--- src/rtl/pwm_pkg.sv ---
// Shared types for the PWM bank: counter mode and count direction.
package pwm_pkg;

    typedef enum logic {
        PwmModeEdge   = 1'b0,
        PwmModeCenter = 1'b1
    } pwm_mode_e;

    typedef enum logic {
        DirUp   = 1'b0,
        DirDown = 1'b1
    } pwm_dir_e;

endpackage

--- src/rtl/pwm_chan.sv ---
// One PWM channel: compares the shared counter with its duty value and
// registers the (optionally inverted) result.
module pwm_chan #(
    parameter int CtrSize = 8
) (
    input  logic               clk_sys_i,
    input  logic               rst_sys_i,
    input  logic               en_i,
    input  logic [CtrSize-1:0] count_i,
    input  logic [CtrSize-1:0] duty_i,
    input  logic               polarity_i,
    output logic               modulated_o
);

    logic modulated_d;
    logic modulated_q;

    // While disabled the output rests at the inactive level for this polarity.
    always_comb begin
        modulated_d = polarity_i;
        if (en_i) begin
            modulated_d = (count_i < duty_i) ^ polarity_i;
        end
    end

    always_ff @(posedge clk_sys_i or posedge rst_sys_i) begin
        if (rst_sys_i) begin
            modulated_q <= 1'b0;
        end else begin
            modulated_q <= modulated_d;
        end
    end

    assign modulated_o = modulated_q;

endmodule

--- src/rtl/pwm_bank.sv ---
// Bank of PWM channels sharing one edge- or center-aligned counter, with
// double-buffered settings that take effect only at a period boundary.
module pwm_bank
    import pwm_pkg::*;
#(
    parameter int NumChannels = 3,
    parameter int CtrSize     = 8
) (
    input  logic                           clk_sys_i,
    input  logic                           rst_sys_i,
    input  logic                           en_i,
    input  logic                           mode_i,
    input  logic [CtrSize-1:0]             period_i,
    input  logic [NumChannels*CtrSize-1:0] pulse_width_i,
    input  logic [NumChannels-1:0]         polarity_i,
    input  logic                           update_i,
    output logic [NumChannels-1:0]         modulated_o,
    output logic                           period_start_o,
    output logic                           update_ack_o
);

    pwm_mode_e                      modeStage_q;
    logic [CtrSize-1:0]             periodStage_q;
    logic [NumChannels*CtrSize-1:0] dutyStage_q;
    logic [NumChannels-1:0]         polStage_q;

    pwm_mode_e                      modeActive_q;
    logic [CtrSize-1:0]             periodActive_q;
    logic [NumChannels*CtrSize-1:0] dutyActive_q;
    logic [NumChannels-1:0]         polActive_q;

    logic [CtrSize-1:0] count_d, count_q;
    pwm_dir_e           dir_d, dir_q;
    logic               pending_d, pending_q;
    logic               ack_q;
    logic               periodStart_q;
    logic               wrap;
    logic               apply;

    // Counter sequencing; a zero period or a disabled bank pins the count at 0.
    always_comb begin
        count_d = '0;
        dir_d   = DirUp;
        if (en_i && periodActive_q != '0) begin
            if (modeActive_q == PwmModeEdge) begin
                if (count_q < periodActive_q) begin
                    count_d = count_q + CtrSize'(1);
                end
            end else if (dir_q == DirUp && count_q < periodActive_q) begin
                count_d = count_q + CtrSize'(1);
            end else if (dir_q == DirUp) begin
                count_d = periodActive_q - CtrSize'(1);
                dir_d   = DirDown;
            end else begin
                count_d = count_q - CtrSize'(1);
                dir_d   = DirDown;
            end
            if (count_d == '0) begin
                dir_d = DirUp;
            end
        end
    end

    assign wrap      = en_i && (count_d == '0);
    assign apply     = pending_q && (wrap || !en_i);
    assign pending_d = update_i || (pending_q && !apply);

    // A fresh capture coinciding with an apply stays pending for the next boundary.
    always_ff @(posedge clk_sys_i or posedge rst_sys_i) begin
        if (rst_sys_i) begin
            modeStage_q    <= PwmModeEdge;
            periodStage_q  <= '0;
            dutyStage_q    <= '0;
            polStage_q     <= '0;
            modeActive_q   <= PwmModeEdge;
            periodActive_q <= '1;
            dutyActive_q   <= '0;
            polActive_q    <= '0;
            count_q        <= '0;
            dir_q          <= DirUp;
            pending_q      <= 1'b0;
            ack_q          <= 1'b0;
            periodStart_q  <= 1'b0;
        end else begin
            if (update_i) begin
                modeStage_q   <= pwm_mode_e'(mode_i);
                periodStage_q <= period_i;
                dutyStage_q   <= pulse_width_i;
                polStage_q    <= polarity_i;
            end
            if (apply) begin
                modeActive_q   <= modeStage_q;
                periodActive_q <= periodStage_q;
                dutyActive_q   <= dutyStage_q;
                polActive_q    <= polStage_q;
            end
            count_q       <= count_d;
            dir_q         <= dir_d;
            pending_q     <= pending_d;
            ack_q         <= apply;
            periodStart_q <= en_i && (count_q == '0);
        end
    end

    for (genvar k = 0; k < NumChannels; k++) begin : gen_chan
        pwm_chan #(
            .CtrSize(CtrSize)
        ) u_chan (
            .clk_sys_i  (clk_sys_i),
            .rst_sys_i  (rst_sys_i),
            .en_i       (en_i),
            .count_i    (count_q),
            .duty_i     (dutyActive_q[k*CtrSize +: CtrSize]),
            .polarity_i (polActive_q[k]),
            .modulated_o(modulated_o[k])
        );
    end

    assign period_start_o = periodStart_q;
    assign update_ack_o   = ack_q;

endmodule

--- config.mk ---
export PLATFORM = sky130hd
export DESIGN_NAME = pwm_bank
export DESIGN_NICKNAME = d
export VERILOG_FILES = /design/src/rtl/pwm_pkg.sv /design/src/rtl/pwm_chan.sv /design/src/rtl/pwm_bank.sv
export SDC_FILE = /design/constraint.sdc
export NUM_CORES = 1
export LEC_CHECK = 0
export CAP_MARGIN = 20
export CORE_MARGIN = 2
export CORE_UTILIZATION = 52
export DETAILED_ROUTE_END_ITERATION = 12
export PLACE_DENSITY = 0.76
export SLEW_MARGIN = 25
export SYNTH_ARGS = -nofsm -noshare
export SYNTH_HDL_FRONTEND = slang
export SYNTH_HIERARCHICAL = 1
export SYNTH_SLANG_ARGS = --single-unit
--- constraint.sdc ---
create_clock -name clk_sys_i -period 3 [get_ports clk_sys_i]
set_input_delay 0.6 -clock clk_sys_i [delete_from_list [all_inputs] [get_ports clk_sys_i]]
set_output_delay 0.6 -clock clk_sys_i [all_outputs]
set_load 0.05 [all_outputs]
=== After elaboration in Yosys (flattened, before gate mapping) ===
Index checks and enable logic that the tools add are counted.

* Bits in registers: 87
* Output and inout bits: 5
* Input port bits: 40

* Reductions and logical operators: 14
* Bitwise operators: 4
* Muxes and demuxes: 13
* $lt $le $gt $ge: 4
* Add/subtract/negate cells: 3

{| class="wikitable"
|+ Operators with widths
! operator !! count
|-
| 8-bit 2-to-1 mux || 6
|-
| 8-bit less-than comparator || 4
|-
| 8-bit zero test || 3
|-
| 8-bit by 1-bit subtractor with 8-bit output (second input constant) || 2
|-
| 8-bit by 1-bit adder with 8-bit output (second input constant) || 1
|-
| 8-bit nonzero test || 1
|-
| 1-bit 2-to-1 mux || 7
|-
| 1-bit logical AND || 6
|-
| 1-bit XOR || 3
|-
| 1-bit zero test || 2
|-
| 1-bit logical OR || 2
|-
| 1-bit inverter || 1
|}

=== Logic depth before layout (Yosys ltp) ===
* Depth in word-level cells: 13
* Gate-level depth with buffers: 11
* Depth with buffers taken out: 9

=== Modules after synthesis ===
Netlist, hierarchy kept.

{| class="wikitable"
|+ By module, submodules not included
! module !! cells an instance !! sequential area each (sq um) !! area each (sq um) !! times used
|-
| pwm_bank || 306 || 2112.0 || 4091.4 || 1
|-
| pwm_chan || 27 || 25.0 || 224.0 || 3
|}

=== Least setup slack after synthesis ===
OpenSTA, ideal clock, no wires.

* Path type: register to register
* Start point: register dir_q
* End point: register dutyActive_q[10]
* Stages on the path, launching flop included: 12
* Setup slack: -13 ps
* Library setup time: 125 ps
* Arrival: 2888 ps
* Buffers on the path: 3
* Period minus slack after synthesis: 3013 ps
* Data required time: 2875 ps
* Path through: dfrtp_1 -> buf_6 -> clkbuf_1 -> mux2i_1 -> ha_1 -> xor2_1 -> o2111ai_1 -> a2111oi_4 -> o211ai_2 -> o211ai_4 -> buf_8 -> mux2_4

* Word-level cells in the longest chain between the ends: 10
* Elaborated cells on any way between the ends: 11
* Those cells by class: mux (5); bitwise (1); reduce/logical (5)

{| class="wikitable"
|+ Ends and longest elaborated chain
! element !! line !! text
|-
| from (decl) || pwm_bank.sv:33 || <nowiki>pwm_dir_e dir_d, dir_q;</nowiki>
|-
| from (signal assigned) || pwm_bank.sv:80 || <nowiki>dir_q <= DirUp;</nowiki>
|-
| from (signal assigned) || pwm_bank.sv:98 || <nowiki>dir_q <= dir_d;</nowiki>
|-
| 1-bit inverter || n/a ||
|-
| 1-bit logical AND || pwm_bank.sv:49 || <nowiki>end else if (dir_q == DirUp && count_q < periodActive_q) begin</nowiki>
|-
| 8-bit 2-to-1 mux * || pwm_bank.sv:49 ||
|-
| 8-bit 2-to-1 mux * || pwm_bank.sv:45 || <nowiki>if (modeActive_q == PwmModeEdge) begin</nowiki>
|-
| 8-bit 2-to-1 mux * (2 in a row) || pwm_bank.sv:44 || <nowiki>if (en_i && periodActive_q != '0) begin</nowiki>
|-
| 8-bit zero test * || pwm_bank.sv:64 || <nowiki>assign wrap = en_i && (count_d == '0);</nowiki>
|-
| 1-bit logical AND * || pwm_bank.sv:64 ||
|-
| 1-bit logical OR * || pwm_bank.sv:65 || <nowiki>assign apply = pending_q && (wrap || !en_i);</nowiki>
|-
| 1-bit logical AND * || pwm_bank.sv:65 ||
|-
| to (signal assigned) || pwm_bank.sv:94 || <nowiki>dutyActive_q <= dutyStage_q;</nowiki>
|-
| to (decl) || pwm_bank.sv:29 || <nowiki>logic [NumChannels*CtrSize-1:0] dutyActive_q;</nowiki>
|}

Mark *: on every way between the ends. The rest lies on a longest branch, timed or not. The select of a mux whose other input is x is not followed.
A chain may end at the register's enable or synchronous reset.

=== Final worst setup path ===
* Start point: register periodActive_q[3]
* End point: register dutyActive_q[18]

* Word-level cells in the longest chain between the ends: 10
* Elaborated cells on any way between the ends: 15
* Those cells by class: add/sub (1); order compare (1); mux (6); reduce/logical (7)

{| class="wikitable"
|+ Ends and longest elaborated chain
! element !! line !! text
|-
| from (decl) || pwm_bank.sv:28 || <nowiki>logic [CtrSize-1:0] periodActive_q;</nowiki>
|-
| from (signal assigned) || pwm_bank.sv:93 || <nowiki>periodActive_q <= periodStage_q;</nowiki>
|-
| 8-bit by 1-bit subtractor with 8-bit output / 8-bit less-than comparator (equally long branches) || pwm_bank.sv:52, pwm_bank.sv:46, pwm_bank.sv:49 ||
|-
| 8-bit 2-to-1 mux / 1-bit logical AND (equally long branches) || pwm_bank.sv:51, pwm_bank.sv:49 ||
|-
| 8-bit 2-to-1 mux || pwm_bank.sv:49 ||
|-
| 8-bit 2-to-1 mux || pwm_bank.sv:45 ||
|-
| 8-bit 2-to-1 mux || pwm_bank.sv:44 ||
|-
| 8-bit 2-to-1 mux * || pwm_bank.sv:44 ||
|-
| 8-bit zero test * || pwm_bank.sv:64 ||
|-
| 1-bit logical AND * || pwm_bank.sv:64 ||
|-
| 1-bit logical OR * || pwm_bank.sv:65 ||
|-
| 1-bit logical AND * || pwm_bank.sv:65 ||
|}

Marks and branches as above.

==> flow_summary.toml <==
[flow_run]
max-cap-violations = 0

[logic_synthesis]
syn_area_um2 = 4763
synth_sequential_area_ratio_pct = 45.92
synth_cell_types = 58
synth_edf_count = 0
syn_inst = 387
synth_area_per_cell_um2 = 12.31
yosysWarningCount = 6
synthFlopType = "dfrtp_1"
synth_fp_nets = 458
async_reset_ff_share_pct = 100.0
flop_and_latch_count_out_of_synthesis = 87

[power_and_ir_drop]
p_switching_mw = 2.033
intPower_mw = 3.479
share_seq_of_total_power_pct = 34.3
leakagePower_nw = 2.775
p_comb_share_pct = 50.4
power_density_nw_per_um2 = 933.4
overall_power_consumption_mw = 5.511
swShare_pct = 36.88
power.clock.fraction_pct = 15.3
vdd.ir_drop.worst_mv = 0.4990

[cells_and_area]
final_non_filler_cell_total = 578
antennaDiodeCount = 0
drive_gt1_share_pct = 33.62
nNetsFinal = 536
layout.cells.most_common = "dfrtp_1"
area_growth_syn_to_layout_pct = 23.96
layout.cell_area.non_filler_um2 = 5904
fillerInstances = 636
layout.cells.most_common_list = "77 x dfrtp_1, 44 x clkdlybuf4s50_1, 41 x mux2_2, 37 x inv_1, 32 x buf_4"

[timing]
transition_at_the_pin_with_the_smallest_max_transition_slack_ns = 0.6318
report.final.setup_viol = 10
report.final.hold_viol_count = 0
finalClockSkew_ns = 0.01441
timing_max_transition_violations_final = 0
setup_ws_final_ns = -0.006096
relSlewSlack_pct = 57.50
clock.fmax_mhz = 332.7
rsz_0062_raised_after_global_routing = "true"
layout_worst_path_cycle_share_pct = 100.2
finalWorstPathRequiredPeriod_ns = 3.006

[clocking]
register_clock_pin_slew_on_the_reported_worst_setup_and_hold_paths_ns = 0.10
cts_buffers = 9
tritoncts = "built"
clock-sinks = 87
cts.path.max_buffers = 2
clk-insertion-delay-late_ns = 0.36
h-tree-depth = 3
cts_root_buf = "clkbuf_8"

[global_routing]
grtUsageMet2_pct = 35.24
grt_first_pass_wirelength_mm = 16.76
grt_met1_usage_pct = 28.87
gr_met3_demand_resource_pct = 6.184
routing_layer_with_the_top_usage_in_global_route = "met2"
grt_overflow = 0
first_global_vias = 3409
maximum_number_of_pins_on_one_net_before_global_route_repair = 52
grt_antenna_before_repair = 0
track_usage_pct = 21.79

[critical_path]
ff2ff_path_depth = 9
cp_data_required_time_ns = 3.25
r2r_setup_slack_ns = -0.006
slowest_delay_ns = 0.55
critPathSlowestCell = "or4_4"
rr_startpoint = "periodActive_q[3]"
cp-end-kind = "flop"
cp_data_arrival_time_ns = 3.25
worst-setup-path-type = "flop to flop"
start_kind = "flop"
path_max_fanout = 7
regToRegEndpoint = "dutyActive_q[18]"
critical_path.most_common_cell = "or4_4"
path_cells = "or4_4 -> or4_4 -> xnor2_2 -> mux2i_2 -> o211ai_2 -> o211ai_4 -> buf_12 -> clkbuf_16 -> mux2_4"
cp.buffers_inverters = 2
worst_path_dominant_cell_family = "simple AND/OR/NAND/NOR gates"

[place]
placedCellCount = 548
post-place-ws_ns = 0.02007
io_buffers = 44
dp_hpwl_mm = 7.290
gp_congestion = 1.003
placement.cell_area_um2 = 5440

[floorplan]
chipWidth_um = 99.71
die_height_um = 99.71
fp-row-count = 34
initial_util_pct = 54.09
design.core.area_um2 = 8806
io-pin-count = 45
fp.dieArea_um2 = 9942

[run_status]
failed_checks = "negative setup slack"
status = "complete, but fails checks"

[min_path]
min_path_type = "primary input to async pin"

[routing]
routed_wire_length_per_instance_um = 18.56
number_of_violations_reported_at_the_end_of_detailed_routing_iteration_0 = 207
wirelength_mm = 10.73
drt_first_pass_iters = 4
detail_route.vias_per_cell = 5.756
drt_drc_violations_left = 0
total_number_of_vias = 3327
postRouteAntennaNets = 0
==> registers in the layout, summed over array words and instances, names as in the netlist <==
name,count
update_ack_o,1
polActive_q,3
count_q,8
periodActive_q,8
polStage_q,3
dutyActive_q,24
periodStage_q,8
gen_chan.u_chan/modulated_o,3
period_start_o,1
dir_q,1
modeActive_q,1
modeStage_q,1
pending_q,1
dutyStage_q,24
==> area by class of cell <==
| type | instances | area (um2) | share of cell area (%) |
|---|---|---|---|
| tap | 108 | 135.1 | 2.289 |
| timing repair buffer | 84 | 842.1 | 14.26 |
| clock buffer | 10 | 127.6 | 2.161 |
| clock inverter | 6 | 75.07 | 1.271 |
| sequential | 87 | 2190 | 37.08 |
| inverter | 38 | 143.9 | 2.437 |
| multi-input combinational | 245 | 2391 | 40.50 |
==> cell usage after synthesis, drive strengths merged (2+ instances only) <==
cell,instances,area [um2]
nand4,4,25.02
nor2b,3,18.77
mux2,72,915.9
clkbuf,9,35.03
or4,3,30.03
a21oi,4,20.02
mux2i,5,50.05
buf,8,85.08
a2111oi,6,96.35
dfrtp,79,1977
nand2,6,22.52
inv,38,142.6
nor3,7,35.03
ha,31,387.9
o211ai,3,41.29
o21a,4,30.03
dfstp,8,210.2
o21ai,10,53.80
nor2,17,63.81
xnor2,9,78.83
a21o,7,52.55
or3,2,13.77
and3,7,48.80
xor2,5,43.79
nand3,9,45.04
a32oi,2,17.52
o2111ai,2,17.52
nand2b,5,31.28
and2,2,12.51
o311ai,3,26.28
a211oi,4,30.03
==> power groups by stage <==
| stage | combinational (mW) | clock, mW | sequential, mW |
|---|---|---|---|
| after floorplan | 1.71 | 0 | 1.92 |
| final | 2.78 | 0.841 | 1.89 |
| after detailed placement | 2.35 | 0 | 1.92 |
| after global placement | 2.27 | 0 | 1.90 |
| after CTS | 2.37 | 0.865 | 1.90 |
| after global routing | 2.99 | 0.920 | 1.94 |
==> logic make-up (layout without fill, tap and decap cells) <==
logic type,after synthesis,after routing,share of synthesized area (%)
DFF,87,87,45.92
muxes,77,77,20.28
and+or+nand+nor,67,67,7.618
AOI/OAI and AO/OA,56,56,9.956
buffers and inverters,55,138,5.516
adders and majority gates,31,31,8.143
xor gates and xnor gates,14,14,2.574
==> per-layer routing <==
layer  wire (um)  vias up
met3         616       21
met4         203        0
met5           0        -
met1        4538     1658
li1            -     1545
met2        5370      103
==> worst reg2reg max path, stage by stage, from the launching register on <==
cell and delay, ns:
dfstp_2 0.40, or4_4 0.55, or4_4 0.53, xnor2_2 0.16, mux2i_2 0.20, o211ai_2 0.15, o211ai_4 0.27, buf_12 0.17
clkbuf_16 0.16, mux2_4 0.29
==> how the worst max path moves through the flow <==
stage | startpoint | endpoint | slack, ns | cells after the start
5_1_grt | count_q[0] | dutyActive_q[10] | -0.07 | 10
3_5_place_dp | count_q[1] | modeActive_q | 0.02 | 9
2_1_floorplan | dir_q | dutyActive_q[10] | 0.01 | 11
4_1_cts | periodActive_q[7] | modeActive_q | 0.01 | 11
3_3_place_gp | count_q[1] | polActive_q[2] | 0.07 | 9
6_report | periodActive_q[3] | dutyActive_q[18] | -0.006 | 9
==> per-stage QoR <==
stage | hold WS [ns] | setup TNS [ns] | utilization [%]
finish | 0.4798 | -0.04325 | 67.05
floorplan | 0.3287 | 0 | -
CTS | 0.4699 | 0 | 64.08
global placement | 0.4769 | 0 | 61.78
detailed placement | 0.4683 | 0 | 61.78
global route | 0.4751 | -1.524 | 67.05
==> what timing repair did <==
item                                   CTS  global route
resized for setup                        0            17
hold buffers                             0             0
setup endpoints to repair                0            36
endpoints found under the hold margin    0             0
buffers inserted                         0            10
(Power assumes the default switching activity.)
